$ cat config.mk
export PLATFORM = sky130hd
export DESIGN_NAME = mac_issue_scheduler_flat
export DESIGN_NICKNAME = d
export VERILOG_FILES = /design/src/rtl/mac_issue_if.sv /design/src/rtl/mac_issue_scheduler.sv /design/src/flat_wrapper.sv
export SDC_FILE = /design/constraint.sdc
export NUM_CORES = 1
export LEC_CHECK = 0
export CAP_MARGIN = 20
export CORE_ASPECT_RATIO = 0.6
export CORE_UTILIZATION = 40
export CTS_BUF_LIST = sky130_fd_sc_hd__clkbuf_8
export CTS_CLUSTER_DIAMETER = 50
export DETAILED_ROUTE_END_ITERATION = 6
export PLACE_DENSITY_LB_ADDON = 0.1
export SKIP_LAST_GASP = 1
export SYNTH_ARGS = -nofsm -noshare
export SYNTH_HDL_FRONTEND = slang
export SYNTH_SLANG_ARGS = --single-unit
$ cat constraint.sdc
create_clock -name clk -period 2.8 [get_ports clk]
set_input_delay 0.7 -clock clk [delete_from_list [all_inputs] [get_ports clk]]
set_output_delay 0.7 -clock clk [all_outputs]
set_load 0.1 [all_outputs]
$ cat src/rtl/mac_issue_if.sv
// Handshake and status bundle between the MAC issue scheduler and its
// operand-read, datapath and write-back neighbours.
interface mac_issue_if #(
  parameter int LATENCY   = 4,
  parameter int DATA_W    = 32,
  parameter int RES_DEPTH = 4,
  parameter int TAG_W     = 8
);
  logic                         flush;
  logic                         in_valid;
  logic                         in_ready;
  logic [LATENCY-1:0]           stage_en;
  logic [DATA_W-1:0]            mac_result;
  logic                         out_valid;
  logic                         out_ready;
  logic [DATA_W-1:0]            out_data;
  logic [TAG_W-1:0]             out_tag;
  logic [$clog2(RES_DEPTH):0]   credits;
  logic                         busy;

  // master: the scheduler itself
  modport master (
    input  flush, in_valid, mac_result, out_ready,
    output in_ready, stage_en, out_valid, out_data, out_tag, credits, busy
  );

  // slave: the surrounding read / datapath / write-back logic
  modport slave (
    output flush, in_valid, mac_result, out_ready,
    input  in_ready, stage_en, out_valid, out_data, out_tag, credits, busy
  );
endinterface

$ cat src/rtl/mac_issue_scheduler.sv
// Credit-based issue scheduler for the MAC pipeline: token pipe drives the
// per-stage enables, finished results land in an in-order tagged FIFO.
module mac_issue_scheduler #(
  parameter int LATENCY   = 4,
  parameter int DATA_W    = 32,
  parameter int RES_DEPTH = 4,
  parameter int TAG_W     = 8
) (
  input  logic       clk,
  input  logic       reset,
  mac_issue_if.master bus
);
  localparam int CW = $clog2(RES_DEPTH) + 1;
  localparam int PW = $clog2(RES_DEPTH);
  localparam int EW = DATA_W + TAG_W;

  logic               issue;
  logic               push;
  logic               pop;
  logic               fifoNonEmpty;
  logic [LATENCY-1:0] tok;
  logic [LATENCY-1:0] stageEn;
  logic [TAG_W-1:0]   tagPipe [LATENCY];
  logic [TAG_W-1:0]   issueTag;
  logic [EW-1:0]      fifoMem [RES_DEPTH];
  logic [EW-1:0]      headWord;
  logic [PW-1:0]      wrPtr;
  logic [PW-1:0]      rdPtr;
  logic [CW-1:0]      fifoCount;
  logic [CW-1:0]      creditCount;

  assign bus.in_ready = (creditCount != '0) && !bus.flush;
  assign issue        = bus.in_valid && bus.in_ready;
  // A flush discards whatever the last stage is holding this cycle.
  assign push         = tok[LATENCY-1] && !bus.flush;
  assign fifoNonEmpty = (fifoCount != '0);
  assign pop          = fifoNonEmpty && bus.out_ready && !bus.flush;

  // Stage 0 fires on admission; later stages follow the token one cycle behind.
  assign stageEn[0] = issue;
  generate
    for (genvar gi = 1; gi < LATENCY; gi++) begin : g_stage_en
      assign stageEn[gi] = tok[gi-1] && !bus.flush;
    end
  endgenerate
  assign bus.stage_en = stageEn;

  always_ff @(posedge clk or posedge reset) begin
    if (reset) begin
      tok      <= '0;
      issueTag <= '0;
    end else if (bus.flush) begin
      tok      <= '0;
      issueTag <= '0;
    end else begin
      tok <= {tok[LATENCY-2:0], issue};
      if (issue) begin
        issueTag <= issueTag + 1'b1;
      end
    end
  end

  // Tags ride alongside their tokens; stale tags behind a cleared token are harmless.
  always_ff @(posedge clk or posedge reset) begin
    if (reset) begin
      tagPipe[0] <= '0;
    end else begin
      tagPipe[0] <= issueTag;
    end
  end

  generate
    for (genvar gi = 1; gi < LATENCY; gi++) begin : g_tag_pipe
      always_ff @(posedge clk or posedge reset) begin
        if (reset) begin
          tagPipe[gi] <= '0;
        end else begin
          tagPipe[gi] <= tagPipe[gi-1];
        end
      end
    end
  endgenerate

  always_ff @(posedge clk) begin
    if (push) begin
      fifoMem[wrPtr] <= {tagPipe[LATENCY-1], bus.mac_result};
    end
  end

  always_ff @(posedge clk or posedge reset) begin
    if (reset) begin
      wrPtr       <= '0;
      rdPtr       <= '0;
      fifoCount   <= '0;
      creditCount <= CW'(RES_DEPTH);
    end else if (bus.flush) begin
      wrPtr       <= '0;
      rdPtr       <= '0;
      fifoCount   <= '0;
      creditCount <= CW'(RES_DEPTH);
    end else begin
      if (push) begin
        wrPtr <= wrPtr + 1'b1;
      end
      if (pop) begin
        rdPtr <= rdPtr + 1'b1;
      end
      case ({push, pop})
        2'b10:   fifoCount <= fifoCount + 1'b1;
        2'b01:   fifoCount <= fifoCount - 1'b1;
        default: fifoCount <= fifoCount;
      endcase
      case ({issue, pop})
        2'b10:   creditCount <= creditCount - 1'b1;
        2'b01:   creditCount <= creditCount + 1'b1;
        default: creditCount <= creditCount;
      endcase
    end
  end

  // First-word-fall-through head, held at zero while empty.
  assign headWord      = fifoMem[rdPtr];
  assign bus.out_valid = fifoNonEmpty;
  assign bus.out_data  = fifoNonEmpty ? headWord[DATA_W-1:0] : '0;
  assign bus.out_tag   = fifoNonEmpty ? headWord[EW-1:DATA_W] : '0;
  assign bus.credits   = creditCount;
  assign bus.busy      = (|tok) || fifoNonEmpty;

  // Credits bound the occupancy, so a capture into a full FIFO means the credit loop broke.
  a_no_overflow : assert property (
    @(posedge clk) disable iff (reset)
    !(push && !pop && (fifoCount == CW'(RES_DEPTH)))
  );
endmodule
$ cat src/flat_wrapper.sv
// flat-port wrapper written by rule: the top's interface ports become plain ports
module mac_issue_scheduler_flat 
#(
  parameter int LATENCY   = 4,
  parameter int DATA_W    = 32,
  parameter int RES_DEPTH = 4,
  parameter int TAG_W     = 8
)
  (clk, reset, bus_flush, bus_in_valid, bus_mac_result, bus_out_ready, bus_in_ready, bus_stage_en, bus_out_valid, bus_out_data, bus_out_tag, bus_credits, bus_busy);
  mac_issue_if #(.LATENCY(LATENCY), .DATA_W(DATA_W), .RES_DEPTH(RES_DEPTH), .TAG_W(TAG_W)) bus_i ();
  input  logic clk;
  input  logic reset;
  input wire logic [$bits(bus_i.flush)-1:0] bus_flush;
  input wire logic [$bits(bus_i.in_valid)-1:0] bus_in_valid;
  input wire logic [$bits(bus_i.mac_result)-1:0] bus_mac_result;
  input wire logic [$bits(bus_i.out_ready)-1:0] bus_out_ready;
  output wire logic [$bits(bus_i.in_ready)-1:0] bus_in_ready;
  output wire logic [$bits(bus_i.stage_en)-1:0] bus_stage_en;
  output wire logic [$bits(bus_i.out_valid)-1:0] bus_out_valid;
  output wire logic [$bits(bus_i.out_data)-1:0] bus_out_data;
  output wire logic [$bits(bus_i.out_tag)-1:0] bus_out_tag;
  output wire logic [$bits(bus_i.credits)-1:0] bus_credits;
  output wire logic [$bits(bus_i.busy)-1:0] bus_busy;
  assign bus_i.flush = bus_flush;
  assign bus_i.in_valid = bus_in_valid;
  assign bus_i.mac_result = bus_mac_result;
  assign bus_i.out_ready = bus_out_ready;
  assign bus_in_ready = bus_i.in_ready;
  assign bus_stage_en = bus_i.stage_en;
  assign bus_out_valid = bus_i.out_valid;
  assign bus_out_data = bus_i.out_data;
  assign bus_out_tag = bus_i.out_tag;
  assign bus_credits = bus_i.credits;
  assign bus_busy = bus_i.busy;
  mac_issue_scheduler #(.LATENCY(LATENCY), .DATA_W(DATA_W), .RES_DEPTH(RES_DEPTH), .TAG_W(TAG_W)) u_core (.clk(clk), .reset(reset), .bus(bus_i));
endmodule
==> run metrics, run 1 <==
final wirelength=14.94 mm; DR vias/cell=between 4 and 5; hold depth=0; R2R Path Start=u_core.fifoCount[0]; final net count=between 500 and 600; routability congestion estimate=0.7010; initial DRC count=about 220; setup tns final=-1457 ps; Worst Hold Path EP=u_core.tagPipe[4]; period utilization=102.9%; final worst path period need=just under 3000 ps; GRT overflow=0; Worst Clk Skew=21.22 ps; die width=between 150 and 200 um; CTS buffer count=31; crit end category=primary output; Final Power=12130 uW; DP Area=0.009873 mm^2; DRC=0; most area-consuming cells after synthesis=edfxtp_1 59%, dfrtp_1 16%, mux4_2 11%; vias in the first global route=between 4000 and 5000; post-route insts no fill=between 800 and 900; P_leak=a little under 0.004 uW; I/O Pins=87; worst hold start=u_core.tagPipe[12]; CP Launch Type=register; Synth top area share=around 60%; Synth Instances=between 400 and 500; Setup-failing EPs final=36; maxcap violations=0; CP peak stage delay=around 550 ps; worst hold path class=reg2reg; FF+latch count, synth=between 200 and 250; # rows=39; area leader, netlist=edfxtp_1; ANT cells=0; clk_lat worst skew=about 550 ps; Seq/Total Area, Yosys=approximately 76%; CTS Hold Bufs=0; global-route total usage across every layer=~15%; Ys Warns=0; max-slew violations=0; dpl cells=about 750; area grow syn2layout=31.75%; crit path DAT=2180 ps; worst-path fanout max=6; final worst slack=-82.39 ps; Data required, critical path=between 2000 and 2500 ps; final core utilization=between 50% and 60%; syn_nets=453; Final HPWL DP=between 8 and 9 mm; pwr/cell area=approximately 1100 mW/mm^2; Vias=4005; final hold vios=0; Die ar.=0.02082 mm^2; largest net degree at the start of global routing=41; Rel. slew slack=between 60% and 70%; Clock Sinks=around 210; number of routed nets with antenna violations=0; fin area=around 0.011 mm^2; initial antenna violation count=1; WL per Instance=between 15 and 20 um; CTS root buf=clkbuf_8; Die H=between 100 and 150 um; Clock Pin Slew Worst Setup and Hold Paths=about 70 ps; first-pass GRT wire length=23.05 mm; H-tree Lvls=1; failing checks=negative setup slack; port bufs=86; measured slew at the worst slew-check pin=505.5 ps; worst path cell trace=buf_4, mux4_2, and2_1, buf_12; Fmax=about 350 MHz; R2R Path End=u_core.fifoCount[2]; Starting Density=41.66%; status=complete, but fails checks; share of cells above drive strength 1=between 30% and 40%; syn avg cell area=a little under 20 um^2; Distinct cells, synth=36; VDD IR max=between 900 and 1000 uV; Reg2Reg Setup Slack=about 600 ps; RSZ-0062 raised after global routing=true; Setup CP Type=reg2out; Post-Syn Area=roughly 0.008 mm^2; R2R depth=6; Pre-antenna DRT Iters=4; Max Root-Sink Buffers=3; core box area=0.01942 mm^2; CP max stage cell=mux4_2; TritonCTS clock tree=done
## worst max-delay path by stage
stage                                from               endpoint  slack, ps  depth (start not counted)
after floorplan                 bus_flush        bus_stage_en[2]       -160                          2
after global placement       bus_in_valid  u_core.bus.credits[2]        160                          7
after detailed placement     bus_in_valid  u_core.bus.credits[2]        130                          7
after CTS                 u_core.rdPtr[0]        bus_out_data[5]       -130                          5
after global routing      u_core.rdPtr[0]        bus_out_data[2]       -180                          5
final                     u_core.rdPtr[0]       bus_out_data[22]        -80                          4
## layout by cell type (no fill, tap or decap), types with 4 or more instances in the layout
cell / count
a21oi_1: 5
and2_1: 14
and2_2: 4
and2_4: 27
buf_12: 55
buf_4: 8
buf_6: 5
clkbuf_8: 32
clkdlybuf4s50_1: 36
clkinv_1: 6
dfrtp_1: 49
edfxtp_1: 160
ha_1: 5
inv_1: 17
mux2_2: 4
mux2i_1: 5
mux4_2: 40
nor2_1: 17
nor2b_1: 7
xor2_1: 5
## registers in the layout, summed over array words and instances, names as in the netlist
name,count
u_core.wrPtr,2
u_core.fifoMem,160
u_core.tagPipe,32
u_core.bus.credits,3
u_core.tok,4
u_core.rdPtr,2
u_core.fifoCount,3
u_core.issueTag,8
## critical path, delay by kind of cell, from the launching register on
kind                   cells  cell delay, ps
buffers and inverters      2             360
muxes                      1             550
DFF                        1             520
and+or+nand+nor            1             220
## cell usage after synthesis, drive strengths merged
| cell | instances |
|---|---|
| buf | 12 |
| nor4 | 1 |
| fa | 2 |
| dfrtp | 53 |
| o311a | 1 |
| nor2b | 8 |
| nand2 | 3 |
| nor2 | 18 |
| mux2 | 4 |
| ha | 5 |
| and2 | 45 |
| edfxtp | 160 |
| o311ai | 3 |
| or3 | 3 |
| nand2b | 3 |
| a21oi | 5 |
| dfstp | 1 |
| nand4 | 1 |
| or4 | 3 |
| a32oi | 1 |
| inv | 5 |
| o21ai | 2 |
| nor3b | 1 |
| mux4 | 40 |
| nand3 | 1 |
| xnor2 | 2 |
| clkbuf | 9 |
| xor2 | 5 |
| mux2i | 5 |
| o31ai | 5 |
| nor3 | 2 |
## routing by layer
layer | up-vias | track usage, % | wire length (um)
li1 | 1823 | - | -
met1 | 2057 | 22.27 | 7223
met2 | 101 | 22.25 | 6697
met3 | 22 | 3.699 | 788
met4 | 2 | 3.607 | 217
met5 | - | 0 | 13
## layout make-up
| cell class | instances | area [um^2] |
|---|---|---|
| fill | 1529 | 8762 |
| sequential | 214 | 6165 |
| multi-input combinational | 169 | 1901 |
| timing repair buffer | 107 | 1648 |
| clock buffer | 32 | 440.4 |
| tap | 266 | 332.8 |
| clock inverter | 25 | 153.9 |
| inverter | 5 | 18.77 |
## repair_timing
item | in CTS | in global routing
endpoints found under the setup margin | 40 | 41
buffers inserted | 7 | 0
endpoints found under the hold margin | 0 | 0
cloned | 3 | 0
resized for setup | 37 | 6
pin swaps | 0 | 0
## where the power goes
group	leakage [uW]	internal (uW)	total, uW	switching [uW]
combinational	0.00133	2410	6130	3720
sequential	0.00218	3520	3660	143
clock	0.000349	1240	2340	1100
## kinds of logic after synthesis
group                      share of synthesized area (%)
adders and majority gates                          1.268
and+or+nand+nor                                    6.248
muxes                                              12.31
xor gates and xnor gates                          0.7578
AOI/OAI and AO/OA                                  1.887
buffers and inverters                              1.423
DFF                                                76.11
## per-stage QoR
stage          hold slack, ps  worst slack [ps]
5_1_grt                 346.6            -176.7
4_1_cts                 342.9            -128.6
6_report                343.6            -82.39
3_5_place_dp            334.7             133.8
3_3_place_gp            331.5             161.5
2_1_floorplan           331.2            -156.2
Note: power is estimated with default switching activity, not from simulation.
==> run 2, diff against run 1 <==
- SLEW_MARGIN: not set -> 5
==> results of run 2 <==
The final DEF is identical to that of run 1; final timing and power are the same.
